[src/rtl/rf_arb_pkg.sv]
// Shared types and widths for the register-file write-port arbiter.
package rf_arb_pkg;

   localparam int unsigned XLEN       = 32;
   localparam int unsigned REG_ADDR_W = 5;
   localparam int unsigned NUM_REGS   = 1 << REG_ADDR_W;

   typedef enum logic [1:0] {
      IDLE,
      PENDING,
      STARVED
   } arb_state_t;

   typedef struct packed {
      logic [REG_ADDR_W-1:0] rd;
      logic [XLEN-1:0]       data;
   } rf_wr_t;

endpackage

[src/rtl/rf_arb_fifo.sv]
// Small synchronous FIFO holding buffered multi-cycle writes {rd, data}.
module rf_arb_fifo
   import rf_arb_pkg::*;
#(
   parameter int unsigned DEPTH = 2,
   localparam int unsigned PTR_W = (DEPTH > 1) ? $clog2(DEPTH) : 1,
   localparam int unsigned CNT_W = $clog2(DEPTH + 1)
) (
   input  logic             clk,
   input  logic             rst_n,
   input  logic             push,
   input  rf_wr_t           push_data,
   input  logic             pop,
   output rf_wr_t           head,
   output logic [CNT_W-1:0] count,
   output logic             full,
   output logic             empty
);

   rf_wr_t           mem_q [DEPTH];
   logic [PTR_W-1:0] rd_ptr_q, wr_ptr_q;
   logic [CNT_W-1:0] count_q;
   logic             do_push, do_pop;

   function automatic logic [PTR_W-1:0] ptr_inc(input logic [PTR_W-1:0] p);
      return (p == PTR_W'(DEPTH - 1)) ? '0 : p + PTR_W'(1);
   endfunction

   assign full    = (count_q == CNT_W'(DEPTH));
   assign empty   = (count_q == '0);
   assign do_push = push && !full;
   assign do_pop  = pop && !empty;
   assign head    = mem_q[rd_ptr_q];
   assign count   = count_q;

   always_ff @(posedge clk or negedge rst_n) begin
      if (!rst_n) begin
         for (int i = 0; i < int'(DEPTH); i++) begin
            mem_q[i] <= '0;
         end
         rd_ptr_q <= '0;
         wr_ptr_q <= '0;
         count_q  <= '0;
      end else begin
         if (do_push) begin
            mem_q[wr_ptr_q] <= push_data;
            wr_ptr_q        <= ptr_inc(wr_ptr_q);
         end
         if (do_pop) begin
            rd_ptr_q <= ptr_inc(rd_ptr_q);
         end
         if (do_push && !do_pop) begin
            count_q <= count_q + CNT_W'(1);
         end else if (do_pop && !do_push) begin
            count_q <= count_q - CNT_W'(1);
         end
      end
   end

endmodule

[src/rtl/rf_write_arbiter.sv]
// Shares the register-file write port between WB (always wins) and buffered
// multi-cycle results; tracks pending destinations and requests bubbles on starvation.
module rf_write_arbiter
   import rf_arb_pkg::*;
#(
   parameter int unsigned DEPTH        = 2,
   parameter int unsigned STARVE_LIMIT = 8
) (
   input  logic                  clk,
   input  logic                  rst_n,
   input  logic                  wb_we_i,
   input  logic [REG_ADDR_W-1:0] wb_rd_i,
   input  logic [XLEN-1:0]       wb_data_i,
   input  logic                  mc_issue_i,
   input  logic [REG_ADDR_W-1:0] mc_issue_rd_i,
   input  logic                  mc_valid_i,
   input  logic [REG_ADDR_W-1:0] mc_rd_i,
   input  logic [XLEN-1:0]       mc_data_i,
   output logic                  mc_ready_o,
   output logic                  rf_we_o,
   output logic [REG_ADDR_W-1:0] rf_rd_o,
   output logic [XLEN-1:0]       rf_wdata_o,
   output logic [NUM_REGS-1:0]   busy_o,
   output logic                  stall_req_o
);

   localparam int unsigned CNT_W = $clog2(DEPTH + 1);
   localparam int unsigned BLK_W = $clog2(STARVE_LIMIT + 1);
   localparam logic [BLK_W-1:0] BLK_MAX = BLK_W'(STARVE_LIMIT);

   logic                wb_claim, push, pop, fifo_drains;
   logic                fifo_full, fifo_empty;
   logic [CNT_W-1:0]    fifo_count;
   rf_wr_t              head, push_data;
   logic [BLK_W-1:0]    blk_cnt_q, blk_cnt_d;
   logic [NUM_REGS-1:0] busy_q, busy_d;
   arb_state_t          state_q;

   assign wb_claim    = wb_we_i && (wb_rd_i != '0);
   assign pop         = !wb_claim && !fifo_empty;
   assign mc_ready_o  = !fifo_full;
   // rd=0 results are handshaked but never stored
   assign push        = mc_valid_i && mc_ready_o && (mc_rd_i != '0);
   assign push_data   = '{rd: mc_rd_i, data: mc_data_i};
   assign fifo_drains = pop && !push && (fifo_count == CNT_W'(1));

   rf_arb_fifo #(
      .DEPTH (DEPTH)
   ) u_fifo (
      .clk       (clk),
      .rst_n     (rst_n),
      .push      (push),
      .push_data (push_data),
      .pop       (pop),
      .head      (head),
      .count     (fifo_count),
      .full      (fifo_full),
      .empty     (fifo_empty)
   );

   always_comb begin
      rf_we_o    = 1'b0;
      rf_rd_o    = '0;
      rf_wdata_o = '0;
      if (wb_claim) begin
         rf_we_o    = 1'b1;
         rf_rd_o    = wb_rd_i;
         rf_wdata_o = wb_data_i;
      end else if (!fifo_empty) begin
         rf_we_o    = 1'b1;
         rf_rd_o    = head.rd;
         rf_wdata_o = head.data;
      end
   end

   // Set is applied after clear so a same-cycle re-issue keeps the bit
   always_comb begin
      busy_d = busy_q;
      if (pop) begin
         busy_d[head.rd] = 1'b0;
      end
      if (mc_issue_i && (mc_issue_rd_i != '0)) begin
         busy_d[mc_issue_rd_i] = 1'b1;
      end
      busy_d[0] = 1'b0;
   end

   always_comb begin
      blk_cnt_d = blk_cnt_q;
      if (pop) begin
         blk_cnt_d = '0;
      end else if (wb_claim && !fifo_empty && (blk_cnt_q != BLK_MAX)) begin
         blk_cnt_d = blk_cnt_q + BLK_W'(1);
      end
   end

   always_ff @(posedge clk or negedge rst_n) begin
      if (!rst_n) begin
         busy_q    <= '0;
         blk_cnt_q <= '0;
      end else begin
         busy_q    <= busy_d;
         blk_cnt_q <= blk_cnt_d;
      end
   end

   always_ff @(posedge clk or negedge rst_n) begin
      if (!rst_n) begin
         state_q <= IDLE;
      end else begin
         unique case (state_q)
            IDLE: begin
               if (push) state_q <= PENDING;
            end
            PENDING: begin
               if (fifo_drains) begin
                  state_q <= IDLE;
               end else if (blk_cnt_d == BLK_MAX) begin
                  state_q <= STARVED;
               end
            end
            STARVED: begin
               if (pop) state_q <= fifo_drains ? IDLE : PENDING;
            end
            default: state_q <= IDLE;
         endcase
      end
   end

   assign busy_o      = busy_q;
   assign stall_req_o = (state_q == STARVED);

endmodule

[config.mk]
export PLATFORM = sky130hd
export DESIGN_NAME = rf_write_arbiter
export DESIGN_NICKNAME = d
export VERILOG_FILES = /design/src/rtl/rf_arb_pkg.sv /design/src/rtl/rf_arb_fifo.sv /design/src/rtl/rf_write_arbiter.sv
export SDC_FILE = /design/constraint.sdc
export NUM_CORES = 1
export LEC_CHECK = 0
export BUFFER_PORTS_ARGS = -buffer_cell sky130_fd_sc_hd__buf_2
export CELL_PAD_IN_SITES_DETAIL_PLACEMENT = 0
export CELL_PAD_IN_SITES_GLOBAL_PLACEMENT = 1
export CORE_ASPECT_RATIO = 0.9
export CORE_MARGIN = 2
export CORE_UTILIZATION = 41
export CTS_CLUSTER_DIAMETER = 100
export CTS_CLUSTER_SIZE = 16
export DETAILED_ROUTE_END_ITERATION = 10
export GPL_ROUTABILITY_DRIVEN = 0
export PLACE_DENSITY = 0.8
export SYNTH_ARGS = -nofsm -noshare
export SYNTH_HDL_FRONTEND = slang
export SYNTH_SLANG_ARGS = --single-unit
[constraint.sdc]
create_clock -name clk -period 2.25 [get_ports clk]
set_clock_uncertainty 0.05 [all_clocks]
set_input_delay 0.45 -clock clk [delete_from_list [all_inputs] [get_ports clk]]
set_output_delay 0.45 -clock clk [all_outputs]
set_load 0.01 [all_outputs]
### After elaboration in Yosys (flattened, before gate mapping)

Cells that the tools add are included.

| storage, ports and cells | value |
|---|---|
| bits in registers | 115 |
| input port bits | 84 |
| memory bits (writable) | 0 |
| output and inout port bits | 72 |
| word-level logic and storage cells | 95 |
| memories | 0 |
| latch bits | 0 |
| bits in read-only memories | 0 |

| cells by class | value |
|---|---|
| div/mod/pow operators | 0 |
| muxes and demuxes | 30 |
| equality and inequality tests | 9 |
| bitwise gates (word level) | 5 |
| order comparisons | 7 |
| shifts and indexed selects | 0 |
| multipliers | 0 |
| $add $sub $neg | 5 |
| reductions and logical operators | 29 |

Operator list:

| operator | number |
|---|---|
| 2-to-1 mux 37 bit | 4 |
| 2-to-1 mux 32 bit | 4 |
| bitwise mux 74 bit | 1 |
| demux 37 bit (select 1 bit) | 1 |
| AND 32 bit | 1 |
| inverter 32 bit | 1 |
| OR 32 bit | 1 |
| logical AND 1 bit | 16 |
| nonzero test 5 bit | 3 |
| less-than comparator 5 x 6 -> 1 bit, second input constant | 2 |
| 2-to-1 mux 2 bit | 6 |
| demux 1 bit (select 5 bit) | 2 |
| >= comparator 5 x 1 -> 1 bit, second input constant | 2 |
| 2-to-1 mux 5 bit | 2 |
| 2-to-1 mux 4 bit | 2 |
| 2-to-1 mux 1 bit | 7 |
| logical NOT 1 bit | 6 |
| case mux 2 bit (3 select lines) | 1 |
| adder 4 x 1 -> 4 bit, second input constant | 1 |
| == test 2 x 1 -> 1 bit, second input constant | 2 |
| == test 2 bit, second input constant | 2 |
| == test 4 bit, second input constant | 1 |
| >= comparator 2 bit, second input constant | 2 |
| logical NOT 2 bit | 2 |
| other kinds (11) | 13 |

### Depth between registers and ports, before layout

| logic depth | value |
|---|---|
| word-level depth | 13 |
| gate-level depth with buffers | 9 |

### Cells and area by module

From an unflattened synthesis, not the netlist that was laid out.

| unflattened totals | value |
|---|---|
| cell total of the unflattened synthesis | 518 |
| area, all modules | 5,840.6 µm² |

By module, submodules not included:

| module | seq. area each (µm²) | area each (µm²) | instances | cells each |
|---|---|---|---|---|
| rf_arb_fifo | 1,951.9 | 3,560.9 | 1 | 215 |
| rf_write_arbiter | 925.9 | 2,279.7 | 1 | 303 |

### Worst setup path after synthesis

No wires, ideal clock.

| timing path | value |
|---|---|
| path kind | input to output |
| from | input port wb_rd_i[4] |
| to | output port rf_wdata_o[23] |
| setup slack | 0.011 ns |
| buffers on the path | 3 |
| stages on the path | 6 |
| arrival time | 1.739 ns |
| data required time | 1.750 ns |
| cell sequence | nor3_1 a21boi_0 clkbuf_1 buf_2 buf_2 o31ai_1 |

| on the way | value |
|---|---|
| longest elaborated chain between the ends | 3 |

Ends and longest elaborated chain:

| item | line | RTL |
|---|---|---|
| from (decl) | rf_write_arbiter.sv:12 | `input logic [REG_ADDR_W-1:0] wb_rd_i,` |
| nonzero test 5 bit | rf_write_arbiter.sv:39 | `assign wb_claim = wb_we_i && (wb_rd_i != '0);` |
| logical AND 1 bit | rf_write_arbiter.sv:39 |  |
| 2-to-1 mux 32 bit | rf_write_arbiter.sv:65 | `if (wb_claim) begin` |
| to (decl) | rf_write_arbiter.sv:22 | `output logic [XLEN-1:0] rf_wdata_o,` |

Every way passes these cells.

### Worst setup path after layout

| timing path | value |
|---|---|
| from | register u_fifo.count_q[0] (netlist: u_fifo.count[0]) |
| to | output port rf_wdata_o[30] |

| on the way | value |
|---|---|
| longest elaborated chain between the ends | 3 |

Ends and longest elaborated chain:

| item | line | RTL |
|---|---|---|
| from (decl) | rf_arb_fifo.sv:22 | `logic [CNT_W-1:0] count_q;` |
| from (signal assigned) | rf_arb_fifo.sv:53 | `count_q <= count_q + CNT_W'(1);` |
| from (signal assigned) | rf_arb_fifo.sv:55 | `count_q <= count_q - CNT_W'(1);` |
| logical NOT 2 bit | rf_arb_fifo.sv:30 | `assign empty = (count_q == '0);` |
| 2-to-1 mux 32 bit | rf_write_arbiter.sv:69 | `end else if (!fifo_empty) begin` |
| 2-to-1 mux 32 bit | rf_write_arbiter.sv:65 |  |

Every way passes these cells.

==> results.txt <==
The flow ran to the end, and the final reports show no timing, DRC or antenna violations. The run gives 20.2% as the all-layer global routing usage. For the initial cell density of the core, the log shows 42.3%. VDD sags by at most 0.808 mV. The final global-route overflow total was 0; the maximum frequency from static timing analysis was 0.448 GHz. The run gives 0.00274 mm^2 as the footprint of the multi-input gates. For the via count of the first global-routing pass, the log shows 4532. The H-tree depth reported by CTS is 4, and the total power divided by cell area is 1510 mW/mm^2. The run gives 156 as the number of placed I/O pins.

For this run, the share of the core covered by cells in the final layout is 56.7%. Counting flops and latches in the post-synthesis netlist gives 115. In this run the remaining antenna-violating nets after routing total 0. Setup repair after global routing could not meet its margin everywhere. For the number of filler cells placed in the layout, the log shows 1151.

After legalization and detailed placement, the total HPWL measured 10.4 mm. The tools report the number of DRC markers in iteration 0 as 270. Kind of critical path: reg -> out.

The via count normalized by instance count is 5.37. Leaving out fill and tap cells, the most frequent cell in the layout is sky130_fd_sc_hd__buf_2. Hold is met by 0.229 ns. TritonCTS built the clock tree. For this block, the via count after detailed routing is 4541.

Cells with a size suffix above 1 make up 47.8% of the layout. For the number of core rows, the log shows 40. Wires add up to 14.8 mm. 0 antenna diodes ended up in the layout. The count of final hold-check violations was 0; the floorplan die area was 0.0148 mm^2. For the final non-filler cell area, the log shows 0.00760 mm^2.

The final critical path takes up 99.1% of the cycle. The Yosys step of the flow raised 0 warnings. The tools report the cell area after placement as 0.00675 mm^2. Initial antenna violation count: 0.

The largest individual stage delay along the critical path comes from the cell sky130_fd_sc_hd__dfrtp_1. The tools report the maximum number of pins on one net before global-route repair as 58. Across the whole layout, storage elements account for 0.00288 mm^2. Walking the worst path, the cells encountered are inv_1 -> ha_4 -> buf_4 -> o31ai_1 -> buf_2. Placed cell count: 805. The first global-routing pass estimated 23.3 mm of wire. Synthesis produced a netlist whose cell count is 488. The deepest clock path buffer count was 2; the total DRC errors in the routed layout was 0. The tools report the number of pins with negative max-slew slack in the final report as 0. Final critical path time including I/O delays and setup: 2.23 ns. Once routing completed, OpenROAD measured the worst setup slack at 0.0192 ns. The die span in y came out at 116 um. Each instance of the synthesized netlist takes up on average 11.6 um^2. For this design the static power due to leakage is 3.55 nW. The design draws 11.5 mW. The final-stage net count was 755.

After synthesis, flip-flops and latches occupy 50.7% of the total area. The post-synthesis instance area came out at 0.00567 mm^2. The tree built by TritonCTS fans out to 115 sinks.

In the layout the commonest cells are sky130_fd_sc_hd__buf_2, sky130_fd_sc_hd__dfrtp_1, sky130_fd_sc_hd__o21ai_0. STA puts the critical path data required time at 1.75 ns. Compared with the post-synthesis result, the final layout area differs by 34.0%. For the post-layout instance count excluding filler cells, the log shows 846. At the later pin of the worst-skew pair, clock insertion delay measures 0.41 ns. The data arrival time of the critical path was 1.73 ns. The count of distinct cell types in the synthesized netlist was 46.

The worst setup path is captured at an output port. The core region is 0.0134 mm^2. The peak per-stage delay on the critical path came out at 0.37 ns. The clock-pin transition on the worst setup and hold timing paths was 0.06 ns; the number of buffer cells added on primary ports was 154. The horizontal extent of the die is 128 um, and the final setup TNS is 0 ns. In the final routed layout, each cell accounts on average for 17.4 um. The tools report the number of violations of the max-capacitance limit as 0.

In this run the worst path has a maximum fanout of 12. CTS placed an instance of sky130_fd_sc_hd__clkbuf_16 at the clock tree root. The worst setup path is launched from a register. The worst min-delay path class is in -> reg. The run gives 4 as the number of search-and-repair iterations in the first detailed-routing pass. Counting every net in the synthesized netlist gives 578. Timing analysis after detailed placement gives a worst setup slack of -0.0162 ns. Setup violations remaining at the end of the flow were counted as 0. The clock buffer count from CTS was 17.
[cell type report]
class	count	share of cell area [%]
Clock inverter	13	2.27
Multi-Input combinational cell	337	36.0
Clock buffer	19	5.96
Timing Repair Buffer	184	14.6
Sequential cell	115	37.9
Tap cell	168	2.77
Inverter	10	0.494
[worst max-delay path, delay by kind of cell (launching register included)]
family / cells / cell delay, ns
adder cells (fa/ha/maj): 1 / 0.22
flip-flops: 1 / 0.37
AO/OA/AOI/OAI: 1 / 0.25
buffers and inverters: 3 / 0.48
[worst paths after layout]
check	depth (start not counted)	endpoint	start	slack, ns
setup reg to reg	8	state_q[0]	u_fifo.count[0]	0.03
min in group asynchronous	2	u_fifo.mem_q[65]	rst_n	0.45
setup / recovery	5	rf_wdata_o[30]	u_fifo.count[0]	0.02
hold reg to reg	2	busy_o[9]	busy_o[9]	0.45
hold / removal	2	u_fifo.mem_q[10]	mc_data_i[10]	0.23
max in group asynchronous	3	u_fifo.mem_q[59]	rst_n	1.06
[where the power goes]
group          internal, mW  switching [mW]  leakage [nW]
sequential             3.11           0.678          1.37
clock                  1.82            1.02         0.293
combinational          2.45            2.38          1.88
[cell families after synthesis]
group           after synthesis  share of synthesized area, %
buf+inv                      36                          3.48
simple gates                 97                          8.45
compound gates              117                          12.7
other cells                   1                        0.0661
fa+ha+maj                     6                          1.32
flops                       115                          50.7
xor+xnor                      5                         0.772
mux                         111                          22.5
[metal layers]
metal  vias up  routed length, um  GRT usage [%]  part of all wire [%]
met5         -                  0              0                     0
met2       126               7400           33.2                    50
li1       2115                  -              -                     -
met4         0                137           5.86                  0.93
met1      2288               6450           26.3                    44
met3        12                769           5.82                   5.2
[state kept, by name (all words and copies together) (netlist names)]
register         flops
u_fifo.mem_q        74
busy_o              31
blk_cnt_q            4
state_q              2
u_fifo.count         2
u_fifo.rd_ptr_q      1
u_fifo.wr_ptr_q      1
[repair_timing]
item,CTS,global route
hold endpoints to repair,24,0
endpoints found under the setup margin,37,66
resized for setup,12,26
buffers inserted,2,6
pin swaps,1,3
hold buffers,1,0
[Yosys cell counts (all sizes together)]
library cell | instances | area (um^2)
a211oi | 2 | 15.0
or3b | 2 | 17.5
nand2 | 48 | 188
nor2b | 4 | 25.0
a21oi | 2 | 10.0
nor2 | 14 | 55.1
and2 | 1 | 6.26
conb | 1 | 3.75
nand4 | 1 | 6.26
nand3b | 7 | 52.6
a32oi | 2 | 17.5
o221a | 1 | 11.3
nand4b | 1 | 8.76
dfrtp | 115 | 2880
mux2i | 37 | 374
a2bb2oi | 1 | 8.76
a21bo | 1 | 10.0
nor3 | 2 | 10.0
inv | 10 | 37.5
o31ai | 34 | 255
ha | 6 | 75.1
xor2 | 1 | 8.76
a21boi | 1 | 7.51
o2bb2ai | 2 | 17.5
a22oi | 1 | 7.51
xnor2 | 4 | 35.0
and3b | 1 | 8.76
o21ai | 70 | 362
or4 | 2 | 18.8
or3 | 7 | 43.8
buf | 19 | 134
nand3 | 6 | 30.0
nor4b | 1 | 8.76
clkbuf | 7 | 26.3
mux2 | 74 | 901
No activity file was read; power rests on OpenSTA's default activity.
